### src/rtl/rob_pkg.sv
// ROB shared definitions: sizing constants and the ROB entry layout.
// Shared between the dispatch writer and the ROB bank FIFOs.
package rob_pkg;

    localparam int NUM_ROB_ENTS   = 32;
    localparam int NUM_ROB_BANKS  = 4;
    localparam int DISPATCH_WIDTH = 2;
    localparam int PC_W           = 32;
    localparam int AREG_W         = 5;
    localparam int PREG_W         = 6;

    localparam int ROB_TAG_W = $clog2(NUM_ROB_ENTS);
    localparam int CNT_W     = ROB_TAG_W + 1;
    localparam int BANK_W    = $clog2(NUM_ROB_BANKS);

    typedef struct packed {
        logic [PC_W-1:0]   pc;
        logic              has_dest;
        logic [AREG_W-1:0] areg;
        logic [PREG_W-1:0] preg;
        logic [PREG_W-1:0] old_preg;
    } rob_entry_t;

    localparam int ENT_W = $bits(rob_entry_t);

endpackage

### src/rtl/rob_bank_router.sv
// Combinational router from the two compacted dispatch slots to the four
// ROB bank write lanes.
// Ports:
//   valid_i  - per-slot valid of the compacted pair
//   bank_i   - per-slot bank index (low bits of the ROB tag)
//   ent_i    - per-slot rob_entry_t
//   w_en_o   - per-bank write enable
//   w_data_o - per-bank write data (zero when the bank is not written)
// Consecutive tags always land in different banks, so at most one slot
// hits any bank; slot 0 is still given precedence to keep the mux simple.
module rob_bank_router
    import rob_pkg::*;
(
    input  logic [DISPATCH_WIDTH-1:0]        valid_i,
    input  logic [DISPATCH_WIDTH*BANK_W-1:0] bank_i,
    input  logic [DISPATCH_WIDTH*ENT_W-1:0]  ent_i,
    output logic [NUM_ROB_BANKS-1:0]         w_en_o,
    output logic [NUM_ROB_BANKS*ENT_W-1:0]   w_data_o
);

    generate
        for (genvar gi = 0; gi < NUM_ROB_BANKS; gi++) begin : g_bank
            logic hit0;
            logic hit1;
            assign hit0 = valid_i[0] && (bank_i[0 +: BANK_W] == BANK_W'(gi));
            assign hit1 = valid_i[1] && (bank_i[BANK_W +: BANK_W] == BANK_W'(gi));
            assign w_en_o[gi] = hit0 | hit1;
            assign w_data_o[gi*ENT_W +: ENT_W] = hit0 ? ent_i[0 +: ENT_W] :
                                                 (hit1 ? ent_i[ENT_W +: ENT_W] : '0);
        end
    endgenerate

endmodule

### src/rtl/rob_dispatch.sv
// Dispatch-side writer for the banked ROB. Accepts up to two renamed
// instructions per cycle, compacts them, assigns sequential ROB tags, and
// one cycle later writes each entry into ROB bank (tag % 4) while handing
// the tagged instructions to issue. Owns the ROB tail and occupancy count.
// Ports:
//   clk, rst          - clock, synchronous active-high reset
//   flush_i           - pipeline flush: clears tail, count and output stage
//   in_valid_i        - per-slot valid from rename
//   in_ready_o        - group ready (depends on registered count only)
//   in_pc_i .. in_old_preg_i - per-slot instruction fields
//   retire_cnt_i      - entries retired this cycle (0..2)
//   rob_w_en_o/rob_w_data_o  - per-bank ROB FIFO write lanes
//   disp_valid_o/disp_tag_o/disp_preg_o - compacted issue slots
//   rob_count_o       - current ROB occupancy
module rob_dispatch
    import rob_pkg::*;
(
    input  logic                               clk,
    input  logic                               rst,
    input  logic                               flush_i,
    input  logic [DISPATCH_WIDTH-1:0]          in_valid_i,
    output logic                               in_ready_o,
    input  logic [DISPATCH_WIDTH*PC_W-1:0]     in_pc_i,
    input  logic [DISPATCH_WIDTH-1:0]          in_has_dest_i,
    input  logic [DISPATCH_WIDTH*AREG_W-1:0]   in_areg_i,
    input  logic [DISPATCH_WIDTH*PREG_W-1:0]   in_preg_i,
    input  logic [DISPATCH_WIDTH*PREG_W-1:0]   in_old_preg_i,
    input  logic [1:0]                         retire_cnt_i,
    output logic [NUM_ROB_BANKS-1:0]           rob_w_en_o,
    output logic [NUM_ROB_BANKS*ENT_W-1:0]     rob_w_data_o,
    output logic [DISPATCH_WIDTH-1:0]          disp_valid_o,
    output logic [DISPATCH_WIDTH*ROB_TAG_W-1:0] disp_tag_o,
    output logic [DISPATCH_WIDTH*PREG_W-1:0]   disp_preg_o,
    output logic [CNT_W-1:0]                   rob_count_o
);

    logic [ROB_TAG_W-1:0]                tail_q, tail_d;
    logic [CNT_W-1:0]                    count_q, count_d;
    logic [DISPATCH_WIDTH-1:0]           out_valid_q, out_valid_d;
    logic [DISPATCH_WIDTH*ROB_TAG_W-1:0] out_tag_q, out_tag_d;
    logic [DISPATCH_WIDTH*ENT_W-1:0]     out_ent_q, out_ent_d;

    rob_entry_t                slot_ent [DISPATCH_WIDTH];
    logic                      in_ready;
    logic                      accept;
    logic [1:0]                n_acc;
    logic [CNT_W-1:0]          cnt_sum;

    generate
        for (genvar gi = 0; gi < DISPATCH_WIDTH; gi++) begin : g_slot
            always_comb begin
                slot_ent[gi]          = '0;
                slot_ent[gi].pc       = in_pc_i[gi*PC_W +: PC_W];
                slot_ent[gi].has_dest = in_has_dest_i[gi];
                slot_ent[gi].areg     = in_areg_i[gi*AREG_W +: AREG_W];
                slot_ent[gi].preg     = in_preg_i[gi*PREG_W +: PREG_W];
                slot_ent[gi].old_preg = in_old_preg_i[gi*PREG_W +: PREG_W];
            end
        end
    endgenerate

    always_comb begin
        // Conservative: always leaves room for a full two-wide group, so
        // ready never looks at how many slots are actually valid.
        in_ready = !rst && !flush_i && (count_q <= CNT_W'(NUM_ROB_ENTS - 2));
        accept   = in_ready && (|in_valid_i);
        n_acc    = accept ? ({1'b0, in_valid_i[0]} + {1'b0, in_valid_i[1]}) : 2'd0;
        cnt_sum  = count_q + CNT_W'(n_acc);

        tail_d  = tail_q + ROB_TAG_W'(n_acc);
        // Over-retire is illegal; clamp at empty rather than wrapping.
        count_d = (CNT_W'(retire_cnt_i) > cnt_sum) ? '0 : cnt_sum - CNT_W'(retire_cnt_i);

        out_valid_d = '0;
        out_tag_d   = '0;
        out_ent_d   = '0;
        if (n_acc != 2'd0) begin
            // A lone slot-1 instruction is moved down to output slot 0.
            out_valid_d[0]               = 1'b1;
            out_tag_d[0 +: ROB_TAG_W]    = tail_q;
            out_ent_d[0 +: ENT_W]        = in_valid_i[0] ? slot_ent[0] : slot_ent[1];
        end
        if (n_acc == 2'd2) begin
            out_valid_d[1]               = 1'b1;
            out_tag_d[ROB_TAG_W +: ROB_TAG_W] = tail_q + ROB_TAG_W'(1);
            out_ent_d[ENT_W +: ENT_W]    = slot_ent[1];
        end

        if (flush_i) begin
            tail_d      = '0;
            count_d     = '0;
            out_valid_d = '0;
            out_tag_d   = '0;
            out_ent_d   = '0;
        end
    end

    always_ff @(posedge clk) begin
        if (rst) begin
            tail_q      <= '0;
            count_q     <= '0;
            out_valid_q <= '0;
            out_tag_q   <= '0;
            out_ent_q   <= '0;
        end else begin
            tail_q      <= tail_d;
            count_q     <= count_d;
            out_valid_q <= out_valid_d;
            out_tag_q   <= out_tag_d;
            out_ent_q   <= out_ent_d;
        end
    end

    always_ff @(posedge clk) begin
        if (!rst && !flush_i) begin
            assert (CNT_W'(retire_cnt_i) <= cnt_sum);
        end
    end

    // Outputs are forced quiet while reset is held, so an in-flight
    // output-stage group never reaches the ROB or issue.
    logic [DISPATCH_WIDTH-1:0]           vis_valid;
    logic [DISPATCH_WIDTH*ENT_W-1:0]     vis_ent;
    logic [DISPATCH_WIDTH*BANK_W-1:0]    vis_bank;

    assign vis_valid  = rst ? '0 : out_valid_q;
    assign vis_ent    = rst ? '0 : out_ent_q;
    assign in_ready_o = in_ready;
    assign disp_valid_o = vis_valid;
    assign disp_tag_o   = rst ? '0 : out_tag_q;
    assign rob_count_o  = rst ? '0 : count_q;

    generate
        for (genvar gi = 0; gi < DISPATCH_WIDTH; gi++) begin : g_out
            rob_entry_t e;
            assign e = vis_ent[gi*ENT_W +: ENT_W];
            assign disp_preg_o[gi*PREG_W +: PREG_W] = e.preg;
            assign vis_bank[gi*BANK_W +: BANK_W] = out_tag_q[gi*ROB_TAG_W +: BANK_W];
        end
    endgenerate

    rob_bank_router u_router (
        .valid_i  (vis_valid),
        .bank_i   (vis_bank),
        .ent_i    (vis_ent),
        .w_en_o   (rob_w_en_o),
        .w_data_o (rob_w_data_o)
    );

endmodule

### config.mk
export PLATFORM = sky130hd
export DESIGN_NAME = rob_dispatch
export DESIGN_NICKNAME = d
export VERILOG_FILES = /design/src/rtl/rob_pkg.sv /design/src/rtl/rob_bank_router.sv /design/src/rtl/rob_dispatch.sv
export SDC_FILE = /design/constraint.sdc
export NUM_CORES = 1
export LEC_CHECK = 0
export CELL_PAD_IN_SITES_DETAIL_PLACEMENT = 1
export CELL_PAD_IN_SITES_GLOBAL_PLACEMENT = 2
export CORE_MARGIN = 1.5
export CORE_UTILIZATION = 24
export DETAILED_ROUTE_END_ITERATION = 12
export PLACE_DENSITY = 0.95
export SYNTH_ARGS = -nofsm -noshare
export SYNTH_HDL_FRONTEND = slang
export SYNTH_SLANG_ARGS = --single-unit
### constraint.sdc
create_clock -name clk -period 6.5 [get_ports clk]
set_input_delay 0.65 -clock clk [delete_from_list [all_inputs] [get_ports clk]]
set_output_delay 0.65 -clock clk [all_outputs]
set_load 0.01 [all_outputs]
Yosys cells after proc, flatten, opt, wreduce, memory -nomap -nowiden. Index checks and enable logic that the tools add are counted.

Register bits: 123. Bits of input ports: 107. Output and inout port bits: 235.

Add/sub/neg operators: 5. $lt $le $gt $ge: 2. Equal/unequal tests: 7. Muxes and demuxes: 16. Bitwise operators: 6. Reduce and logical (&&, ||, !) cells: 21.

Operators with widths (count): 2-to-1 mux 50 bit (9); 2-to-1 mux 100 bit (1); logical AND 1 bit (11); equality test 2 bit, second input constant (5); 2-to-1 mux 10 bit (1); OR reduction 3 bit (3); adder 6 x 2 -> 6 bit (1); > comparator 2 x 6 -> 1 bit (1); <= comparator 6 x 5 -> 1 bit, second input constant (1); 2-to-1 mux 6 bit (1); subtractor 6 x 2 -> 6 bit (1); adder 5 x 1 -> 5 bit, second input constant (1); adder 5 x 2 -> 5 bit (1); equality test 2 x 1 -> 1 bit, second input constant (2); logical NOT 2 bit (2); 2-to-1 mux 2 bit (2); bitwise OR 1 bit (4); OR reduction 2 bit (2); adder 1 x 1 -> 2 bit (1); logical NOT 1 bit (2); 2-to-1 mux 1 bit (2); inverter 1 bit (2); nonzero test 2 bit (1).

Logic depth before layout (Yosys ltp).
Depth in word-level cells: 8. Gate-level depth with buffers: 14. Gate-level depth less buffers: 12.

Hierarchy. A second synthesis with hierarchy kept.

Cells, all modules: 1099. Area total of the unflattened synthesis: 9323.9 um^2.

By module, submodules not included: rob_dispatch (times used 1, cells each 519, area an instance 5076.1 um^2, sequential area each 2462.4 um^2); rob_bank_router (times used 1, cells each 580, area an instance 4247.8 um^2, sequential area each 0.0 um^2).

Worst setup path after synthesis. No wires, ideal clock.

Path type: in2reg. Start: in in_valid_i[0]. End: reg count_q[5]. Arrival time: 3534 ps. Path slack: 2835 ps. Cell stages on the path: 14. Path buffers: 2. Path through: clkbuf_1 > buf_1 > inv_1 > ha_1 > nor3_2 > and2_1 > ha_1 > fa_1 > ha_1 > nor2b_1 > nor3_1 > nand3_1 > xor2_1 > nor2_1.

Word-level cells in the longest chain between the ends: 6. Elaborated cells on any way between the ends: 8.

RTL lines: start, declared (RTL line rob_dispatch.sv:21) `input logic [DISPATCH_WIDTH-1:0] in_valid_i,`; OR reduction 2 bit (RTL line rob_dispatch.sv:66) `accept = in_ready && (|in_valid_i);`; logical AND 1 bit (RTL line rob_dispatch.sv:66); 2-to-1 mux 2 bit (*) (RTL line rob_dispatch.sv:67) `n_acc = accept ? ({1'b0, in_valid_i[0]} + {1'b0, in_valid_i[1]}) : 2'd0;`; adder 6 x 2 -> 6 bit (*) (RTL line rob_dispatch.sv:68) `cnt_sum = count_q + CNT_W'(n_acc);`; > comparator 2 x 6 -> 1 bit (RTL line rob_dispatch.sv:72) `count_d = (CNT_W'(retire_cnt_i) > cnt_sum) ? '0 : cnt_sum - CNT_W'(retire_cnt_i);`; OR reduction 3 bit (no source line); end signal, assigned (RTL line rob_dispatch.sv:107) `count_q <= count_d;`; end, declared (RTL line rob_dispatch.sv:38) `logic [CNT_W-1:0] count_q, count_d;`.

Mark *: on every way between the ends. The rest lies on a longest branch, timed or not. A chain may end at the register's enable or synchronous reset.

Worst setup path in the final report.
Start: in rst. End: out rob_w_data_o[138].

Word-level cells in the longest chain between the ends: 4. Elaborated cells on any way between the ends: 6.

RTL lines: start, declared (RTL line rob_dispatch.sv:19) `input logic rst,`; 2-to-1 mux 2 bit (RTL line rob_dispatch.sv:126) `assign vis_valid = rst ? '0 : out_valid_q;`; logical AND 1 bit (RTL line rob_bank_router.sv:26) `assign hit1 = valid_i[1] && (bank_i[BANK_W +: BANK_W] == BANK_W'(gi));`; 2-to-1 mux 50 bit (RTL line rob_bank_router.sv:29) `(hit1 ? ent_i[ENT_W +: ENT_W] : '0);`; 2-to-1 mux 50 bit (*) (RTL line rob_bank_router.sv:28) `assign w_data_o[gi*ENT_W +: ENT_W] = hit0 ? ent_i[0 +: ENT_W] :`; end, declared (RTL line rob_dispatch.sv:30) `output logic [NUM_ROB_BANKS*ENT_W-1:0] rob_w_data_o,`.

Marks and branches as above.

==> summary.md <==
| Metric | Value |
|---|---|
| Outcome | finished, final reports clean |
| DR vias/cell | 4.98 |
| # DRC | 0 |
| Total CTS buffers | 17 |
| GP Congestion | 0.826 |
| Maximum clock insertion buffer count | 2 |
| Setup bufs post-CTS | 0 |
| Slew Viols, Final | 0 |
| Beginning of the critical path | rst |
| Post-Route Setup TNS | 0 ns |
| Setup violations, final | 0 |
| Synth area leader | dfxtp_1 |
| Critical Path End | rob_w_data_o[138] |
| Clock skew | 0.0150 ns |
| HPWL after DPL | 19.6 mm |
| WL final | 27.3 mm |
| Final ANT Viol Nets | 0 |
| Synth Cell Area | 6500 sq um |
| Nets | ~1100 |
| Pwr dens | 182 nW/um^2 |
| Clk pwr share | a little under 50% |
| Internal | 1480 uW |
| R2R Path Start | count_q[2] |
| Die width | 168 um |
| Core area | 26800 sq um |
| Startpoint types | input pin |
| Clock transition at path regs | 0.06 ns |
| Filler cell count | just over 3000 |
| Row count | 60 |
| Leakage | 0.00418 uW |
| Post-route cell area | 10800 sq um |
| CTS H-tree lvls | 4 |
| DP Area | 10100 sq um |
| Clock period minus worst slack | 4.84 ns |
| Met1 Resource Use GR | 21.7% |
| #FFs+latches synth | roughly 120 |
| Final cycle utilization of the critical path | 74.5% |
| Avg Inst Size Synth | 9.44 sq um |
| CTS tree | built |
| Worst R2R End | count_q[0] |
| Setup CP Type | input pin to primary output |
| Clk Tree Root Cell | clkbuf_16 |
| Largest cells by area after synthesis | dfxtp_1, a22o_1, mux2i_1 |
| Place WS | around 1.6 ns |
| Combinational share of power | 9.6% |
| Crit path arrival time | 4.19 ns |
| HP Class | register to register |
| Net Sw Power | approximately 470 uW |
| First-pass GRT wire length | roughly 41 mm |
| Die area | 28100 sq um |
| Hold path start | tail_q[4] |
| CP required | 5.85 ns |
| Seq/Total Area, Yosys | 37.9% |
| GR Overflow Total | 0 |
| GRT Util Overall | 19.4% |
| Vias in the first global route | just over 7000 |
| Drt pass-1 iters | 4 |
| FF-to-FF path depth | 11 |
| Maximum vdd ir drop | 107 uV |
| Min Hold Slack | 0.533 ns |
| Largest net degree at the start of global routing | 53 |
| Syn Inst Count | a little under 700 |
| Yosys warns | 0 |
| IO Pins | between 300 and 400 |
| Most frequent cells in the layout | clkdlybuf4s50_1, a22o_1, dfxtp_1 |
| Synth cell types | 39 |
| Flop pwr share | 40.9% |
| Syn nets | 808 |
| Unrepaired setup endpoints after global routing | false |
| Met2 GRT Util | 34.1% |
| Total number of clock tree sinks | 123 |
| Die height | 168 um |
| Clock Latency Late Sink | 0.42 ns |
| Switch share | between 20 and 25% |
| Post-CTS Resized | 0 |
| Starting Density | 24.3% |
| Rel. slew slack | 19.1% |
| Slew @ Worst Pin | around 1.2 ns |
| Share of cells above drive strength 1 | 5.93% |
| Number of DRC markers in iteration 0 | 301 |
| GR met3 Demand/Resource | roughly 6.1% |
| # hold bufs at CTS | 0 |
| CP max FO | 24 |
| Global routing's busiest layer | met2 |
| Vias | 6734 |
| Wirelength per Cell | roughly 20 um |
| Initial antenna violation count | 2 |
| Final cell utilization of the core | approximately two fifths |
| Crit end category | primary output |
| Layout area overhead | 65.4% |
| Share of the synthesized area in the top cell type | 37.9% |
| Max-cap violations | 0 |
| Final WS setup | 1.66 ns |
| Peak Freq | 207 MHz |
| Most common cell after layout, fill and taps aside | clkdlybuf4s50_1 |
| Port bufs | 341 |
| Reg2Reg Setup Slack | around 3.4 ns |
| Hold Fails Final Rpt | 0 |
## flip-flops by register name (all words and copies together), names as in the netlist
signal and flops:
out_valid_q 2, out_ent_q 100, out_tag_q 10, tail_q 5, count_q 6
## worst min path at each step
stage / end / cells past startpoint
after global placement: out_tag_q[5] / 1
after CTS: out_tag_q[5] / 1
after floorplan: out_tag_q[5] / 1
after global routing: out_tag_q[5] / 1
final: out_tag_q[4] / 1
after detailed placement: out_tag_q[5] / 1
## power groups by stage
stage,Sequential (uW),Clock [uW],Combinational (uW)
2_1_floorplan,806,0,88.0
3_3_place_gp,814,0,186
3_5_place_dp,815,0,190
4_1_cts,798,998,191
5_1_grt,801,1040,204
6_report,799,968,187
## cell type report
| type | instances | area (sq um) | share of cell area (%) |
|---|---|---|---|
| multi-input cells | 478 | 3660 | 34.1 |
| diodes | 1 | 2.50 | 0.0233 |
| clock buffers | 21 | 470 | 4.38 |
| inverters | 26 | 97.6 | 0.908 |
| clock inverters | 11 | 135 | 1.26 |
| flip-flops and latches | 123 | 2460 | 22.9 |
| repair buffers | 352 | 3490 | 32.5 |
| well taps | 341 | 427 | 3.97 |
## critical path, cell delays in order
cell and delay [ns]:
clkdlybuf4s50_1 0.65, buf_4 0.33, nand2b_1 0.25, inv_1 0.14, nand2_1 0.12, nor3_4 0.81, buf_4 0.47, a22o_1 0.22
clkdlybuf4s50_1 0.55
## through the flow
step | std cells | power (uW)
finish | 1353 | 1950
CTS | 1352 | 1990
floorplan | 689 | 894
detailed placement | 1320 | 1000
global route | 1353 | 2040
global placement | 1320 | 1000
## synthesized netlist by cell type, drive strengths merged
cell / instances
nand2: 9
xor2: 7
and2: 55
nor2: 70
nor2b: 19
clkbuf: 28
nor3: 9
fa: 3
a22o: 188
nand3: 8
nand3b: 2
o31ai: 2
ha: 9
dfxtp: 123
o21ai: 4
or3: 2
buf: 34
o22ai: 12
nor4: 1
nand2b: 16
mux2i: 50
and3: 1
xnor2: 6
a32oi: 1
a21o: 1
a21oi: 2
nor3b: 1
inv: 26
## kinds of logic (layout without fill, tap and decap cells)
logic type	count (synthesis)	count (layout)	share of synthesized area, %
fa+ha+maj	12	12	2.66
mux	50	50	7.70
buf+inv	88	410	6.22
flops	123	123	37.9
xor+xnor	13	13	1.75
simple gates	193	193	16.1
other cells	0	1	0
compound gates	210	210	27.7
## layer usage
layer  vias up  wire [um]
li1       3127          -
met1      3294      11300
met2       268      13600
met3        45       1820
met4         0        672
met5         -          0
(Power assumes the default switching activity.)
